File: src/rtl/shift_sequencer_pkg.sv
// shift_sequencer_pkg: shared constants, op/state encodings and the legality check (SHIFT_ROTATE_EN enables ROL/ROR)
package shift_sequencer_pkg;
  localparam int XLEN = 32;
  localparam int SHW = 5;
  localparam logic [2:0] SH_SLL = 3'd0;
  localparam logic [2:0] SH_SRL = 3'd1;
  localparam logic [2:0] SH_SRA = 3'd2;
  localparam logic [2:0] SH_ROL = 3'd3;
  localparam logic [2:0] SH_ROR = 3'd4;
  typedef enum logic [1:0] {ST_IDLE, ST_PASS1, ST_PASS2, ST_DONE} state_t;
  function automatic logic op_legal(input logic [2:0] op);
`ifdef SHIFT_ROTATE_EN
    return op <= SH_ROR;
`else
    return op <= SH_SRA;
`endif
  endfunction
endpackage

File: src/rtl/shift_sequencer_if.sv
// shift_sequencer_if: request/result handshake bundle for the shift sequencer
interface shift_sequencer_if;
  import shift_sequencer_pkg::*;
  logic in_valid;
  logic in_ready;
  logic [2:0] in_op;
  logic [XLEN-1:0] in_data;
  logic [XLEN-1:0] in_amt;
  logic out_valid;
  logic out_ready;
  logic [XLEN-1:0] out_data;
  logic out_err;
  logic busy;
  modport slave (
    input in_valid, in_op, in_data, in_amt, out_ready,
    output in_ready, out_valid, out_data, out_err, busy
  );
  modport master (
    output in_valid, in_op, in_data, in_amt, out_ready,
    input in_ready, out_valid, out_data, out_err, busy
  );
endinterface

File: src/rtl/shift_sequencer_barrel.sv
// shift_sequencer_barrel: combinational barrel shifter; left shifts fill 0, right shifts fill feedinbit
module shift_sequencer_barrel
  import shift_sequencer_pkg::*;
(
  input  logic [XLEN-1:0] data,
  input  logic [SHW-1:0]  amt,
  input  logic            dir,
  input  logic            feedinbit,
  output logic [XLEN-1:0] result
);
  always_comb result = dir ? data << amt : XLEN'({{XLEN{feedinbit}}, data} >> amt);
endmodule

File: src/rtl/shift_sequencer.sv
// shift_sequencer: issue/retire stage around one time-shared barrel shifter; SHIFT_ROTATE_EN adds two-pass ROL/ROR
module shift_sequencer
  import shift_sequencer_pkg::*;
(
  input logic clk,
  input logic rst,
  shift_sequencer_if.slave bus
);
  state_t state, state_n;
  logic [2:0] op_q;
  logic [XLEN-1:0] data_q, amt_q, sh_out, result;
  logic [SHW-1:0] sh_amt;
  logic sh_dir, sh_fill, accept, legal, rot, sat, load;
`ifdef SHIFT_ROTATE_EN
  logic [XLEN-1:0] partial_q;
`endif
  assign bus.in_ready = state == ST_IDLE || (state == ST_DONE && bus.out_ready);
  assign bus.out_valid = state == ST_DONE;
  assign bus.busy = state != ST_IDLE;
  assign accept = bus.in_valid && bus.in_ready;
  assign legal = op_legal(op_q);
  assign rot = op_q == SH_ROL || op_q == SH_ROR;
  assign sat = |amt_q[XLEN-1:SHW];
  shift_sequencer_barrel u_barrel (
    .data(data_q),
    .amt(sh_amt),
    .dir(sh_dir),
    .feedinbit(sh_fill),
    .result(sh_out)
  );
  always_comb begin
    sh_amt = amt_q[SHW-1:0];
    sh_dir = op_q == SH_SLL || op_q == SH_ROL;
    sh_fill = op_q == SH_SRA && data_q[XLEN-1];
    result = !legal ? '0 : (sat && !rot) ? {XLEN{sh_fill}} : sh_out;
`ifdef SHIFT_ROTATE_EN
    // second rotate pass is the complementary logical shift by 32-n, ORed onto pass one
    if (state == ST_PASS2) begin
      sh_amt = -amt_q[SHW-1:0];
      sh_dir = op_q == SH_ROR;
      sh_fill = 1'b0;
      result = partial_q | sh_out;
    end
`endif
    load = 1'b0;
    state_n = state;
    case (state)
      ST_IDLE: state_n = accept ? ST_PASS1 : ST_IDLE;
      ST_PASS1: begin
        load = 1'b1;
        state_n = ST_DONE;
`ifdef SHIFT_ROTATE_EN
        if (legal && rot && |amt_q[SHW-1:0]) begin
          load = 1'b0;
          state_n = ST_PASS2;
        end
`endif
      end
`ifdef SHIFT_ROTATE_EN
      ST_PASS2: begin
        load = 1'b1;
        state_n = ST_DONE;
      end
`endif
      ST_DONE: state_n = !bus.out_ready ? ST_DONE : bus.in_valid ? ST_PASS1 : ST_IDLE;
      default: state_n = ST_IDLE;
    endcase
  end
  always_ff @(posedge clk) begin
    if (!rst) begin
      state <= ST_IDLE;
      op_q <= '0;
      data_q <= '0;
      amt_q <= '0;
      bus.out_data <= '0;
      bus.out_err <= 1'b0;
    end else begin
      state <= state_n;
      if (accept) begin
        op_q <= bus.in_op;
        data_q <= bus.in_data;
        amt_q <= bus.in_amt;
      end
      if (load) begin
        bus.out_data <= result;
        bus.out_err <= !legal;
      end
    end
  end
`ifdef SHIFT_ROTATE_EN
  always_ff @(posedge clk) begin
    if (!rst) partial_q <= '0;
    else if (state == ST_PASS1) partial_q <= sh_out;
  end
`endif
endmodule

File: src/flat_wrapper.sv
// flat-port wrapper written by rule: the top's interface ports become plain ports
module shift_sequencer_flat import shift_sequencer_pkg::*;
  (clk, rst, bus_in_valid, bus_in_op, bus_in_data, bus_in_amt, bus_out_ready, bus_in_ready, bus_out_valid, bus_out_data, bus_out_err, bus_busy);
  shift_sequencer_if bus_i ();
  input logic clk;
  input logic rst;
  input wire logic [$bits(bus_i.in_valid)-1:0] bus_in_valid;
  input wire logic [$bits(bus_i.in_op)-1:0] bus_in_op;
  input wire logic [$bits(bus_i.in_data)-1:0] bus_in_data;
  input wire logic [$bits(bus_i.in_amt)-1:0] bus_in_amt;
  input wire logic [$bits(bus_i.out_ready)-1:0] bus_out_ready;
  output wire logic [$bits(bus_i.in_ready)-1:0] bus_in_ready;
  output wire logic [$bits(bus_i.out_valid)-1:0] bus_out_valid;
  output wire logic [$bits(bus_i.out_data)-1:0] bus_out_data;
  output wire logic [$bits(bus_i.out_err)-1:0] bus_out_err;
  output wire logic [$bits(bus_i.busy)-1:0] bus_busy;
  assign bus_i.in_valid = bus_in_valid;
  assign bus_i.in_op = bus_in_op;
  assign bus_i.in_data = bus_in_data;
  assign bus_i.in_amt = bus_in_amt;
  assign bus_i.out_ready = bus_out_ready;
  assign bus_in_ready = bus_i.in_ready;
  assign bus_out_valid = bus_i.out_valid;
  assign bus_out_data = bus_i.out_data;
  assign bus_out_err = bus_i.out_err;
  assign bus_busy = bus_i.busy;
  shift_sequencer u_core (.clk(clk), .rst(rst), .bus(bus_i));
endmodule
File: config.mk
export PLATFORM = sky130hd
export DESIGN_NAME = shift_sequencer_flat
export DESIGN_NICKNAME = d
export VERILOG_FILES = /design/src/rtl/shift_sequencer_pkg.sv /design/src/rtl/shift_sequencer_if.sv /design/src/rtl/shift_sequencer_barrel.sv /design/src/rtl/shift_sequencer.sv /design/src/flat_wrapper.sv
export SDC_FILE = /design/constraint.sdc
export NUM_CORES = 1
export LEC_CHECK = 0
export ABC_AREA = 1
export CAP_MARGIN = 20
export CELL_PAD_IN_SITES_DETAIL_PLACEMENT = 2
export CELL_PAD_IN_SITES_GLOBAL_PLACEMENT = 2
export CORE_ASPECT_RATIO = 1.25
export CORE_UTILIZATION = 26
export DETAILED_ROUTE_END_ITERATION = 12
export GPL_TIMING_DRIVEN = 0
export PLACE_DENSITY = 0.78
export SYNTH_ARGS = -nofsm -noshare
export SYNTH_HDL_FRONTEND = slang
export SYNTH_SLANG_ARGS = --single-unit
File: constraint.sdc
create_clock -name clk -period 1.8 [get_ports clk]
set_clock_uncertainty 0.2 [all_clocks]
set_input_delay 0.36 -clock clk [delete_from_list [all_inputs] [get_ports clk]]
set_output_delay 0.36 -clock clk [all_outputs]
set_load 0.05 [all_outputs]
==> results_dict.tcl <==
set metrics [dict create \
    pwr_density_cell_mw_per_mm2 843 \
    drt_wl_total_um 42100 \
    crit_arrival_ns 2.23 \
    cp_max_fo 8 \
    htreeDepth 3 \
    antenna_found_initial 0 \
    cts_tree "done" \
    crit_type "reg -> reg" \
    yosysTopAreaCellShare_pct 27.9 \
    p_sw_w 0.00420 \
    root_buffer "clkbuf_16" \
    io_pins 107 \
    finalHoldWorstSlack_ns 0.269 \
    num_vias 9699 \
    violations "DRC, setup timing" \
    nNetsFinal 1442 \
    fin_ws_ns -0.391 \
    cts_buffer_depth 2 \
    fmax_mhz 457 \
    yosysSeqAreaShare_pct 27.9 \
    drv_slew 0 \
    routedWlPerCell_um 24.4 \
    drt-pass1-iter-count 11 \
    drive_gt1_share_pct 33.8 \
    cp-start-kind "flop" \
    setup.worst_path.end_class "flop" \
    peakVddDrop_mv 0.452 \
    syn_avg_cell_area_sq_um 5.92 \
    path_clk_slew_ns 0.08 \
    worstPathRequired_ns 1.84 \
    vias_per_cell 5.62 \
    syn_to_final_growth_pct 51.7 \
    numCtsBuffers 9 \
    grt_pass1_vias 10100 \
    grt_overflow 0 \
    drc_errors 8 \
    yosysTopAreaCell "dfxtp_1" \
    tightest_slew_ns 0.605 \
    hpwlAfterDp_um 30700 \
    fin_crit_sh_pct 122 \
    holdBufCountCts 0 \
    fin_crit_ns 2.19 \
    num_antenna_cells 0 \
    run_status "finished, violations left" \
    clockPowerShare_pct 22.7 \
    drv_cap 0 \
    cts.sinks 102 \
    globalRouteTotalUtil_pct 27.4 \
    relSlewSlack_pct 59.7 \
    hold_class "reg -> reg" \
    synth_cells 1234 \
    dieArea_sq_mm 0.0288 \
    ys_types 37 \
    post-route-util_pct 40.1 \
    grt_max_degree 17 \
    fillers 3177 \
    synth-seq-cells 102 \
    synthTopCellsByArea "dfxtp_1, nand3_1, nand2_1, nor2_1, o21ai_0" \
    gp_congestion 0.927 \
    power_frac_seq_pct 27.8 \
    clkLatencyLatePin_ns 0.37 \
    power.internal_w 0.00514 \
    rows 68 \
    antenna_left 0 \
    p_leak_nw 4.73 \
    hold_viol_final 0 \
    grt_first_pass_wirelength_um 60100 \
    synth_nets 1305 \
    ys.warnings.count 0 \
    die_w_um 152 \
    p_comb_share_pct 49.5 \
    seq_area_sq_mm 0.00206 \
    syn_area_sq_mm 0.00731 \
    portBuffers 106 \
    die_h_um 189 \
    initial_core_util_pct 26.4 \
    rsz0062_at_grt "yes" \
    netSwitchingFraction_pct 44.9 \
    drt_iter0_drc 594 \
    core_sq_mm 0.0277 \
    multi_input_area_sq_mm 0.00603 \
    finalSetupViolCount 32 \
]
[critical path: stages (launching register included)]
cell and delay (ns):
dfxtp_2 0.35, buf_12 0.15, inv_16 0.07, buf_12 0.14, nand2_4 0.09, nand3_1 0.15, nand3_1 0.25, nand2_2 0.11
o21ai_2 0.16, nand2_1 0.08, nand3_1 0.12, nand2_1 0.07, nand2_1 0.07, a21oi_1 0.06
[cell usage in the layout, fill, tap and decap left out, types with 19 or more instances in the layout]
master	count
a21oi_1	54
buf_4	30
buf_6	22
clkbuf_2	22
clkdlybuf4s15_1	19
clkdlybuf4s50_1	69
dfxtp_1	95
inv_1	35
nand2_1	247
nand2_2	76
nand2_4	26
nand3_1	170
nand3_2	142
nor2_1	105
o21ai_0	71
[layout make-up]
type                       count  area share (%)
buffer                        90            7.49
clock buffer                  11            2.28
clock inverter                 4           0.497
inverter                      45            1.73
multi-input combinational    995            54.4
sequential                   102            18.5
tap                          350            3.95
timing repair buffer         128            11.1
[final timing paths]
path                           from                       to  slack [ns]  cells past startpoint
min          u_core.bus.out_data[3]   u_core.bus.out_data[3]        0.27                      2
max reg2reg         u_core.amt_q[0]  u_core.bus.out_data[26]       -0.39                     13
min reg2reg  u_core.bus.out_data[3]   u_core.bus.out_data[3]        0.27                      2
max                 u_core.amt_q[0]  u_core.bus.out_data[26]       -0.39                     13
[logic make-up (layout without fill, tap and decap cells)]
kind of cell | count (synthesis) | after routing | synth area share [%]
DFF | 102 | 102 | 28.0
AOI/OAI and AO/OA | 177 | 177 | 12.9
and+or+nand+nor | 818 | 818 | 49.5
buffers and inverters | 137 | 278 | 9.64
[state kept, by name, indices dropped and copies added, names as in the netlist]
signal / cells
u_core.data_q: 32
u_core.bus.out_data: 32
u_core.amt_q: 32
u_core.bus.out_err: 1
u_core.op_q: 3
u_core.state: 2
[through the flow]
step | setup TNS (ns) | cells | power (W) | area, sq um | setup WS (ns)
global placement | -76.70 | 1690 | 0.00601 | 8800 | -0.971
finish | -8.26 | 1725 | 0.00935 | 11100 | -0.391
detailed placement | -82.13 | 1690 | 0.00609 | 8800 | -1.06
global route | -10.88 | 1725 | 0.00974 | 11100 | -0.443
CTS | -5.64 | 1714 | 0.00879 | 10300 | -0.272
floorplan | 0 | 1234 | 0.00472 | 7310 | 0.00901
[repair_timing]
action / 4_1_cts / 5_1_grt
setup buffers: 9 / 7
pin swaps: 26 / 42
gates cloned: 1 / 5
gates resized for setup: 389 / 194
endpoints found under the setup margin: 137 / 101
[synth_stat cells (all sizes together)]
master / number
a21boi: 2
nand3: 326
buf: 66
a41oi: 1
dfxtp: 102
nand2: 352
nand3b: 2
nor3: 3
clkinv: 1
nand4: 7
or2: 2
nor2: 125
o211ai: 5
clkbuf: 26
a21oi: 70
o21ai: 98
inv: 44
a31oi: 1
nor3b: 1
[power by group through the flow]
stage                     combinational, W  clock, W  sequential [W]
after detailed placement           0.00347         0         0.00261
after floorplan                    0.00203         0         0.00270
after CTS                          0.00403   0.00218         0.00258
after global placement             0.00341         0         0.00260
after global routing               0.00486   0.00225         0.00262
final                              0.00462   0.00212         0.00260
[routing by layer]
metal  GRT usage (%)  vias up  share of wire, %
met3            3.98      150               5.1
met2            48.7      371                50
met4            18.1        0               6.7
met5               0        -                 0
li1                -     4408                 -
met1            30.6     4770                38
Note: power is estimated with default switching activity, not from simulation.
